$ cat src/rtl/tilt_letter_buffer_pkg.sv
// Shared constants and helpers for the tilt letter entry path.
// ASCII_A/LETTER_COUNT define the 26-letter alphabet mapping and
// BLANK_DEFAULT is the fill value of an empty slot. The code helpers are
// reused by the display block. buf_op_e names the single action chosen
// per clock edge.
package tilt_letter_buffer_pkg;

  localparam logic [7:0] ASCII_A       = 8'h41;
  localparam logic [7:0] BLANK_DEFAULT = 8'h20;
  localparam logic [7:0] LETTER_COUNT  = 8'd26;

  typedef enum logic [1:0] {
    OP_NONE,
    OP_CLR,
    OP_DEL,
    OP_APPEND
  } buf_op_e;

  function automatic logic code_is_valid(input logic [7:0] code);
    return code < LETTER_COUNT;
  endfunction

  function automatic logic [7:0] code_to_ascii(input logic [7:0] code);
    return ASCII_A + code;
  endfunction

endpackage

$ cat src/rtl/tilt_letter_buffer_edge.sv
// tilt_edge_detect: per-bit rising-edge detector.
// Ports: clk, reset (synchronous, active-low), d [W] level inputs,
//        rise [W] high in the cycle a bit goes 0->1 relative to last edge.
// The history register resets to 1 so a level held through reset release
// does not register as a rising edge.
module tilt_edge_detect #(
  parameter int unsigned W = 1
) (
  input  logic         clk,
  input  logic         reset,
  input  logic [W-1:0] d,
  output logic [W-1:0] rise
);

  logic [W-1:0] d_q;

  always_ff @(posedge clk) begin
    if (!reset) d_q <= '1;
    else        d_q <= d;
  end

  assign rise = d & ~d_q;

endmodule

$ cat src/rtl/tilt_letter_buffer.sv
// tilt_letter_buffer: converts a {tilt, switch} code into an uppercase ASCII
// letter and maintains a DEPTH-slot word buffer with append, delete-last and
// clear.
// Ports: clk; reset (sync, active-low); en/del edge-detected append/delete
//        requests; clr sync clear (level); tilt_input/switch_input code;
//        letters (slot i at [8*i+7:8*i], slot 0 oldest); count; full; empty;
//        err (one-cycle pulse after a rejected command).
module tilt_letter_buffer
  import tilt_letter_buffer_pkg::*;
#(
  parameter int unsigned DEPTH          = 3,
  parameter int unsigned TILT_W         = 2,
  parameter int unsigned SW_W           = 3,
  parameter int unsigned OVERFLOW_SHIFT = 0,
  parameter logic [7:0]  BLANK          = BLANK_DEFAULT
) (
  input  logic                       clk,
  input  logic                       reset,
  input  logic                       en,
  input  logic                       del,
  input  logic                       clr,
  input  logic [TILT_W-1:0]          tilt_input,
  input  logic [SW_W-1:0]            switch_input,
  output logic [8*DEPTH-1:0]         letters,
  output logic [$clog2(DEPTH+1)-1:0] count,
  output logic                       full,
  output logic                       empty,
  output logic                       err
);

  localparam int unsigned CW = $clog2(DEPTH + 1);

  logic [8*DEPTH-1:0] letters_q, letters_d;
  logic [CW-1:0]      count_q, count_d;
  logic               err_q, err_d;
  logic [1:0]         rise;
  logic [7:0]         code;
  logic [7:0]         letter;
  buf_op_e            op;

  // rise[0] = en edge, rise[1] = del edge
  tilt_edge_detect #(.W(2)) u_edge (
    .clk   (clk),
    .reset (reset),
    .d     ({del, en}),
    .rise  (rise)
  );

  assign code   = 8'({tilt_input, switch_input});
  assign letter = code_to_ascii(code);

  always_comb begin
    op = OP_NONE;
    if (clr)          op = OP_CLR;
    else if (rise[1]) op = OP_DEL;
    else if (rise[0]) op = OP_APPEND;
  end

  always_comb begin
    letters_d = letters_q;
    count_d   = count_q;
    err_d     = 1'b0;
    case (op)
      OP_CLR: begin
        letters_d = {DEPTH{BLANK}};
        count_d   = '0;
      end
      OP_DEL: begin
        if (count_q == '0) begin
          err_d = 1'b1;
        end else begin
          letters_d[8*(int'(count_q)-1) +: 8] = BLANK;
          count_d = count_q - CW'(1);
        end
      end
      OP_APPEND: begin
        if (!code_is_valid(code)) begin
          err_d = 1'b1;
        end else if (count_q < CW'(DEPTH)) begin
          letters_d[8*int'(count_q) +: 8] = letter;
          count_d = count_q + CW'(1);
        end else if (OVERFLOW_SHIFT != 0) begin
          // Oldest letter drops out of slot 0; the new one lands in the top slot.
          for (int unsigned i = 0; i + 1 < DEPTH; i++)
            letters_d[8*i +: 8] = letters_q[8*(i+1) +: 8];
          letters_d[8*(DEPTH-1) +: 8] = letter;
        end else begin
          err_d = 1'b1;
        end
      end
      default: ;
    endcase
  end

  always_ff @(posedge clk) begin
    if (!reset) begin
      letters_q <= {DEPTH{BLANK}};
      count_q   <= '0;
      err_q     <= 1'b0;
    end else begin
      letters_q <= letters_d;
      count_q   <= count_d;
      err_q     <= err_d;
    end
  end

  assign letters = letters_q;
  assign count   = count_q;
  assign full    = (count_q == CW'(DEPTH));
  assign empty   = (count_q == '0);
  assign err     = err_q;

endmodule

$ cat config.mk
export PLATFORM = sky130hd
export DESIGN_NAME = tilt_letter_buffer
export DESIGN_NICKNAME = d
export VERILOG_FILES = /design/src/rtl/tilt_letter_buffer_pkg.sv /design/src/rtl/tilt_letter_buffer_edge.sv /design/src/rtl/tilt_letter_buffer.sv
export SDC_FILE = /design/constraint.sdc
export NUM_CORES = 1
export LEC_CHECK = 0
export ABC_AREA = 1
export CORE_ASPECT_RATIO = 1.1
export CORE_MARGIN = 10
export CORE_UTILIZATION = 45
export CTS_CLUSTER_DIAMETER = 150
export DETAILED_ROUTE_END_ITERATION = 16
export GPL_TIMING_DRIVEN = 0
export PLACE_DENSITY = 0.72
export SLEW_MARGIN = 20
export SYNTH_ARGS = -nofsm -noshare
export SYNTH_HDL_FRONTEND = slang
export SYNTH_SLANG_ARGS = --single-unit
$ cat constraint.sdc
create_clock -name clk -period 5.02 [get_ports clk]
set_input_delay 0.502 -clock clk [delete_from_list [all_inputs] [get_ports clk]]
set_output_delay 0.502 -clock clk [all_outputs]
set_load 0.05 [all_outputs]
==> summary.md, run 1 <==
| Metric | Value |
|---|---|
| Number of vias after detailed routing | 1,784 |
| Number of design-rule violations left by the first detailed-router iteration | around 110 |
| Maximum fanout encountered on the critical timing path | 9 |
| Std-Cell Core Area | about 3700 sq um |
| Setup repair after global routing missed its margin | false |
| Mapped Avg Cell Area | about 6.5 sq um |
| XOR/XNOR Fraction of Synth Area | 0.0148 |
| Maximum Capacitance Violations | 0 |
| Area share of the leading cell type in the synthesized netlist | 0.327 |
| First-pass GRT wire length | 8.16 mm |
| Seq cells post-synth | 29 |
| Final nets | 336 |
| Number of instances in the synthesized netlist | 273 |
| Fin Setup TNS | 0 ps |
| CTS root buf | clkbuf_8 |
| Number of global-route vias before repair | 1,729 |
| Maximum level of the CTS H-tree | 2 |
| Resized cells post-CTS | 0 |
| Worst setup path category | register to primary output |
| Clock transition at path regs | 60 ps |
| Number of distinct library cell variants in the gate-level netlist after synthesis | 27 |
| Number of antenna violations at the first check in global routing | 0 |
| Least-Margin Pin Slew | a little over 500 ps |
| Maximum number of pins on one net before global-route repair | 11 |
| Hold/Removal Path Class | register to register |
| CP startpoint kind | register |
| Sum of overflow across all layers after global routing | 0 |
| TritonCTS clock tree | built |
| Crit share post-route | 0.507 |
| Hold Buf Count CTS | 0 |
| Number of antenna repair diodes | 0 |
| Post-layout total power | approximately 0.00064 W |
| Endpoints failing setup | 0 |
| Setup repair bufs after CTS | 0 |
| Vias per std cell | 4.83 |
| F_max | 0.393 GHz |
| Adder-cell share of the synthesized area | 0.0564 |
| Outcome | completed |
| Leakage dissipation | 1.04 nW |
| Remaining max-slew budget at the tightest pin | 0.659 |
| Layout overhead on the synthesized area | 32.5% |
| Maximum root-to-sink buffer count | 2 |
| Sequential area share after synthesis | 0.327 |
| Cell area after technology mapping | 1780 sq um |
| Cell Pwr Density | 270 nW/um^2 |
| Number of CTS-inserted buffers | 5 |
| Post-DR wirelength/cell | between 10 and 15 um |
| Crit path required time | around 4500 ps |
| Complex-gate fraction of the synthesized area | 0.0902 |
| Combinational family with the most area after synthesis | simple AND/OR/NAND/NOR gates |
| Clk Latency, worst-skew pair | between 200 and 300 ps |
| Die width | 79.9 um |
| Drt first pass iters | 4 |
| Count of antenna-violating nets left after detailed routing | 0 |
| Worst setup EP type | primary output |
| Wire length after detailed routing | about 4.9 mm |
| Number of endpoints with negative hold slack in the final report | 0 |
| Simple-Gate Fraction of Synth Area | 0.421 |
| Final cell count without fillers | 369 |
| Max-slew violation count | 0 |
| Number of sinks handled by clock tree synthesis | 29 |
| Die H | 85.9 um |
| Starting density of the core | 0.478 |
| Area of the die | 6860 sq um |
| Share of final-layout standard cells stronger than drive strength 1 | 0.0846 |
| # DRC | 0 |
| Top post-synthesis cells by area | dfxtp_1 33%, nand2_1 19%, nor2_1 7.4% |
| Dominant cell type by area after synthesis | dfxtp_1 |
| PortBufs | 38 |
| Final critical-path required period | 2540 ps |
| Warnings, synthesis | 0 |
| Instance count after placement with tap cells included | 361 |
| Detailed placement HPWL | 3.78 mm |
| Placer Congestion | 0.860 |
| Syn nets | 291 |
| Worst IR Drop VDD | 207 uV |
| Total Routing Usage GR | 0.148 |
| Maximum clock skew at final layout | 2.56 ps |
| Worst Path Arrival | 2040 ps |
| Multiplexer share of the synthesized area | 0 |
| Row count | 23 |
| Top-Level Pins | 39 |
==> cell usage after synthesis (all sizes together) <==
| master | instances |
|---|---|
| nand2 | 93 |
| nand3 | 27 |
| dfxtp | 29 |
| nor2 | 40 |
| buf | 3 |
| clkbuf | 2 |
| xnor2 | 2 |
| xor2 | 1 |
| a21oi | 20 |
| o21ai | 9 |
| o211ai | 2 |
| ha | 8 |
| nor3 | 3 |
| nand4 | 1 |
| clkinv | 1 |
| or2 | 1 |
| inv | 31 |
==> power by group <==
part           internal [W]  switching (W)  leakage [nW]
Combinational     0.0000343      0.0000708         0.740
Clock              0.000197      0.0000960        0.0681
Sequential         0.000234     0.00000407         0.235
==> layer usage <==
metal  vias to the layer above  GRT usage  part of all wire
li1                        948          -                 -
met1                       782      0.168              0.42
met2                        45      0.247              0.49
met3                         9     0.0605             0.070
met4                         0     0.0449             0.015
met5                         -          0                 0
==> sequential cells by signal, indices dropped and copies added (netlist names) <==
register / flops
err: 1
letters: 24
u_edge.d_q: 2
count: 2
==> metrics by stage <==
step / setup slack [ps] / area, sq um / hold WS (ps) / util
after floorplan: 2580 / 1780 / 598 / -
after CTS: 2460 / 2350 / 441 / 0.634
after detailed placement: 2780 / 2220 / 429 / 0.598
after global placement: 2770 / 2220 / 429 / 0.598
final: 2480 / 2350 / 437 / 0.634
after global routing: 2380 / 2350 / 454 / 0.634
==> final cells by class <==
class | count | area, sq um
Tap cell | 50 | 62.6
Multi-Input combinational cell | 207 | 1030
Sequential cell | 29 | 581
Inverter | 32 | 123
Timing Repair Buffer | 38 | 380
Fill cell | 336 | 1360
Clock buffer | 5 | 68.8
Clock inverter | 3 | 65.1
Buffer | 5 | 38.8
==> worst paths after layout <==
kind	from	to	slack, ps	depth (start not counted)
max	count[0]	empty	2480	3
min	letters[15]	letters[15]	440	2
max reg2reg	count[0]	letters[19]	2830	8
min reg2reg	letters[15]	letters[15]	440	2
==> worst max-delay path, stage by stage, from the launching register on <==
cell,delay (ps)
dfxtp_1,530
inv_1,220
ha_1,280
clkdlybuf4s50_1,710
==> layout by cell type (no fill, tap or decap), types with 5 or more instances in the layout <==
master            n
ha_1              8
clkbuf_8          5
nand2_1          90
clkdlybuf4s50_1  38
nor2_4            5
nor2_1           35
dfxtp_1          29
inv_1            27
o21ai_0           6
nand3_1          25
a21oi_1          20
==> kinds of logic (layout without fill, tap and decap cells) <==
kind of cell / after synthesis / after routing
AOI/OAI and AO/OA: 31 / 31
buffers and inverters: 37 / 83
adders and majority gates: 8 / 8
xor gates and xnor gates: 3 / 3
and+or+nand+nor: 165 / 165
DFF: 29 / 29
No activity file was read; power rests on OpenSTA's default activity.
==> inputs of run 2 (changes only) <==
PLACE_DENSITY = 0.75   (was 0.72)
clock period = 2.2 ns   (was 5.02 ns; I/O delays follow)
==> summary.md, run 2 (synthesis gave the netlist of run 1 again) <==
| Metric | Value |
|---|---|
| Maximum level of the CTS H-tree | 2 |
| Least-Margin Pin Slew | 510 ps |
| Starting density of the core | 0.478 |
| Worst setup path startpoint | count[0] |
| Row count | 23 |
| Number of antenna violations at the first check in global routing | 0 |
| Hold_ws | 439 ps |
| Worst IR Drop VDD | around 350 uV |
| Clock group share of total power | 0.361 |
| Outcome | completed |
| Hold path startpoint | letters[23] |
| Leakage dissipation | 1.02 nW |
| TritonCTS clock tree | built |
| Hold Buf Count CTS | 0 |
| Final cell count without fillers | ~370 |
| Cells along the critical path | ha_1 > clkdlybuf4s50_1 |
| CTS root buf | clkbuf_8 |
| Sequential share of power | 0.443 |
| Number of global-route vias before repair | 1,782 |
| Number of endpoints with negative hold slack in the final report | 0 |
| Post-DR wirelength/cell | 13.3 um |
| Maximum fanout encountered on the critical timing path | 9 |
| Slowest stage delay, CP | 820 ps |
| Placer Congestion | around 0.86 |
| Maximum number of pins on one net before global-route repair | 12 |
| Remaining max-slew budget at the tightest pin | 0.659 |
| Die width | 79.9 um |
| First-pass GRT wire length | 8.31 mm |
| Number of vias after detailed routing | 1,807 |
| Wire length after detailed routing | 4.90 mm |
| Maximum root-to-sink buffer count | 2 |
| Setup repair after global routing missed its margin | false |
| Std-Cell Core Area | ~3700 sq um |
| Number of design-rule violations left by the first detailed-router iteration | 84 |
| Sum of overflow across all layers after global routing | 0 |
| # DRC | 0 |
| Worst setup path category | register to primary output |
| Maximum clock skew at final layout | about 9 ps |
| Vias per std cell | 4.90 |
| Number of CTS-inserted buffers | 5 |
| CP startpoint kind | register |
| Endpoints failing setup | 0 |
| Instance count after placement with tap cells included | 361 |
| Design internal power | between 0.0008 and 0.0009 W |
| Cell with the largest stage delay on the worst path | clkdlybuf4s50_1 |
| Cell Pwr Density | about 530 nW/um^2 |
| Clock transition at path regs | 70 ps |
| Worst Path Arrival | 1780 ps |
| Die H | 85.9 um |
| Layout overhead on the synthesized area | 30.7% |
| Net switching power | 0.000394 W |
| Number of antenna repair diodes | 0 |
| Total Routing Usage GR | 0.151 |
| PortBufs | 38 |
| Most common library cell in the layout ignoring fill and taps | nand2_1 |
| Crit Reg-Reg Startpoint | count[0] |
| Crit path required time | about 2000 ps |
| Largest register FFs | 24 |
| Count of antenna-violating nets left after detailed routing | 0 |
| Drt first pass iters | 4 |
| Detailed placement HPWL | between 3 and 4 mm |
| Maximum Capacitance Violations | 0 |
| Final critical-path required period | 2000 ps |
| Commonest non-fill, non-tap cells in the layout | 90 x nand2_1, 37 x clkdlybuf4s50_1, 35 x nor2_1 |
| Clk Latency, worst-skew pair | 290 ps |
| Top-Level Pins | 39 |
| Share of final-layout standard cells stronger than drive strength 1 | 0.0940 |
| Comb pwr share | 0.196 |
| Switching share of total power | 0.321 |
| Worst setup EP type | primary output |
| Crit share post-route | 0.909 |
| Max-slew violation count | 0 |
| Number of sinks handled by clock tree synthesis | 29 |
| Hold/Removal Path Class | register to register |
| Area of the die | 6860 sq um |
| F_max | 0.500 GHz |
| Final nets | 336 |
| Fin Setup TNS | 0 ps |
-- run 2: cell count changes in the layout (fill, tap and decap cells not counted), moves of 2 or more --
cell,before,now
bufinv_16,2,0
clkinvlp_4,0,3
dfxtp_1,29,27
dfxtp_2,0,2
-- run 2: metrics by stage --
| step | worst slack (ps) | instance area [sq um] | total power [W] | util |
|---|---|---|---|---|
| finish | 200 | 2320 | 0.00123 | 0.625 |
| global route | 65.9 | 2320 | 0.00129 | 0.625 |
| CTS | 21.5 | 2310 | 0.00125 | 0.623 |
| detailed placement | 160 | 2220 | 0.000795 | 0.598 |
| global placement | 170 | 2220 | 0.000791 | 0.598 |
| floorplan | 62.7 | 1780 | 0.000715 | - |
-- run 2: area by class of cell --
class                           count  area, sq um
Clock buffer                        5         68.8
Multi-Input combinational cell    207         1040
Clock inverter                      3         22.5
Inverter                           32          123
Fill cell                         350         1390
Tap cell                           50         62.6
Timing Repair Buffer               38          383
Buffer                              5         38.8
Sequential cell                    29          583
-- run 2: what timing repair did --
item	in CTS	in global routing
gates resized for setup	0	2
setup buffers	0	0
endpoints found under the setup margin	0	2
-- run 2: critical path: cells and delay by family (launching register included) --
| kind | cells | cell delay, ps |
|---|---|---|
| flops | 1 | 440 |
| buf+inv | 1 | 820 |
| fa+ha+maj | 1 | 230 |
-- run 2: power groups by stage --
stage	Combinational (W)	Sequential [W]	Clock, W
4_1_cts	0.000240	0.000544	0.000462
2_1_floorplan	0.000137	0.000578	0
3_5_place_dp	0.000239	0.000556	0
5_1_grt	0.000264	0.000545	0.000482
3_3_place_gp	0.000236	0.000555	0
6_report	0.000240	0.000544	0.000444
-- run 2: final timing paths --
kind                                     to  slack (ps)  cells past startpoint
worst min register to register  letters[23]         440                      2
worst max register to register  letters[11]         210                      8
worst max-delay path                   full         200                      2
worst min-delay path            letters[23]         440                      2
-- run 2: metal layers --
| layer | vias to the layer above | part of all wire | GRT usage |
|---|---|---|---|
| met3 | 10 | 0.080 | 0.0585 |
| li1 | 949 | - | - |
| met1 | 796 | 0.42 | 0.177 |
| met4 | 0 | 0.014 | 0.0481 |
| met5 | - | 0 | 0 |
| met2 | 52 | 0.48 | 0.245 |
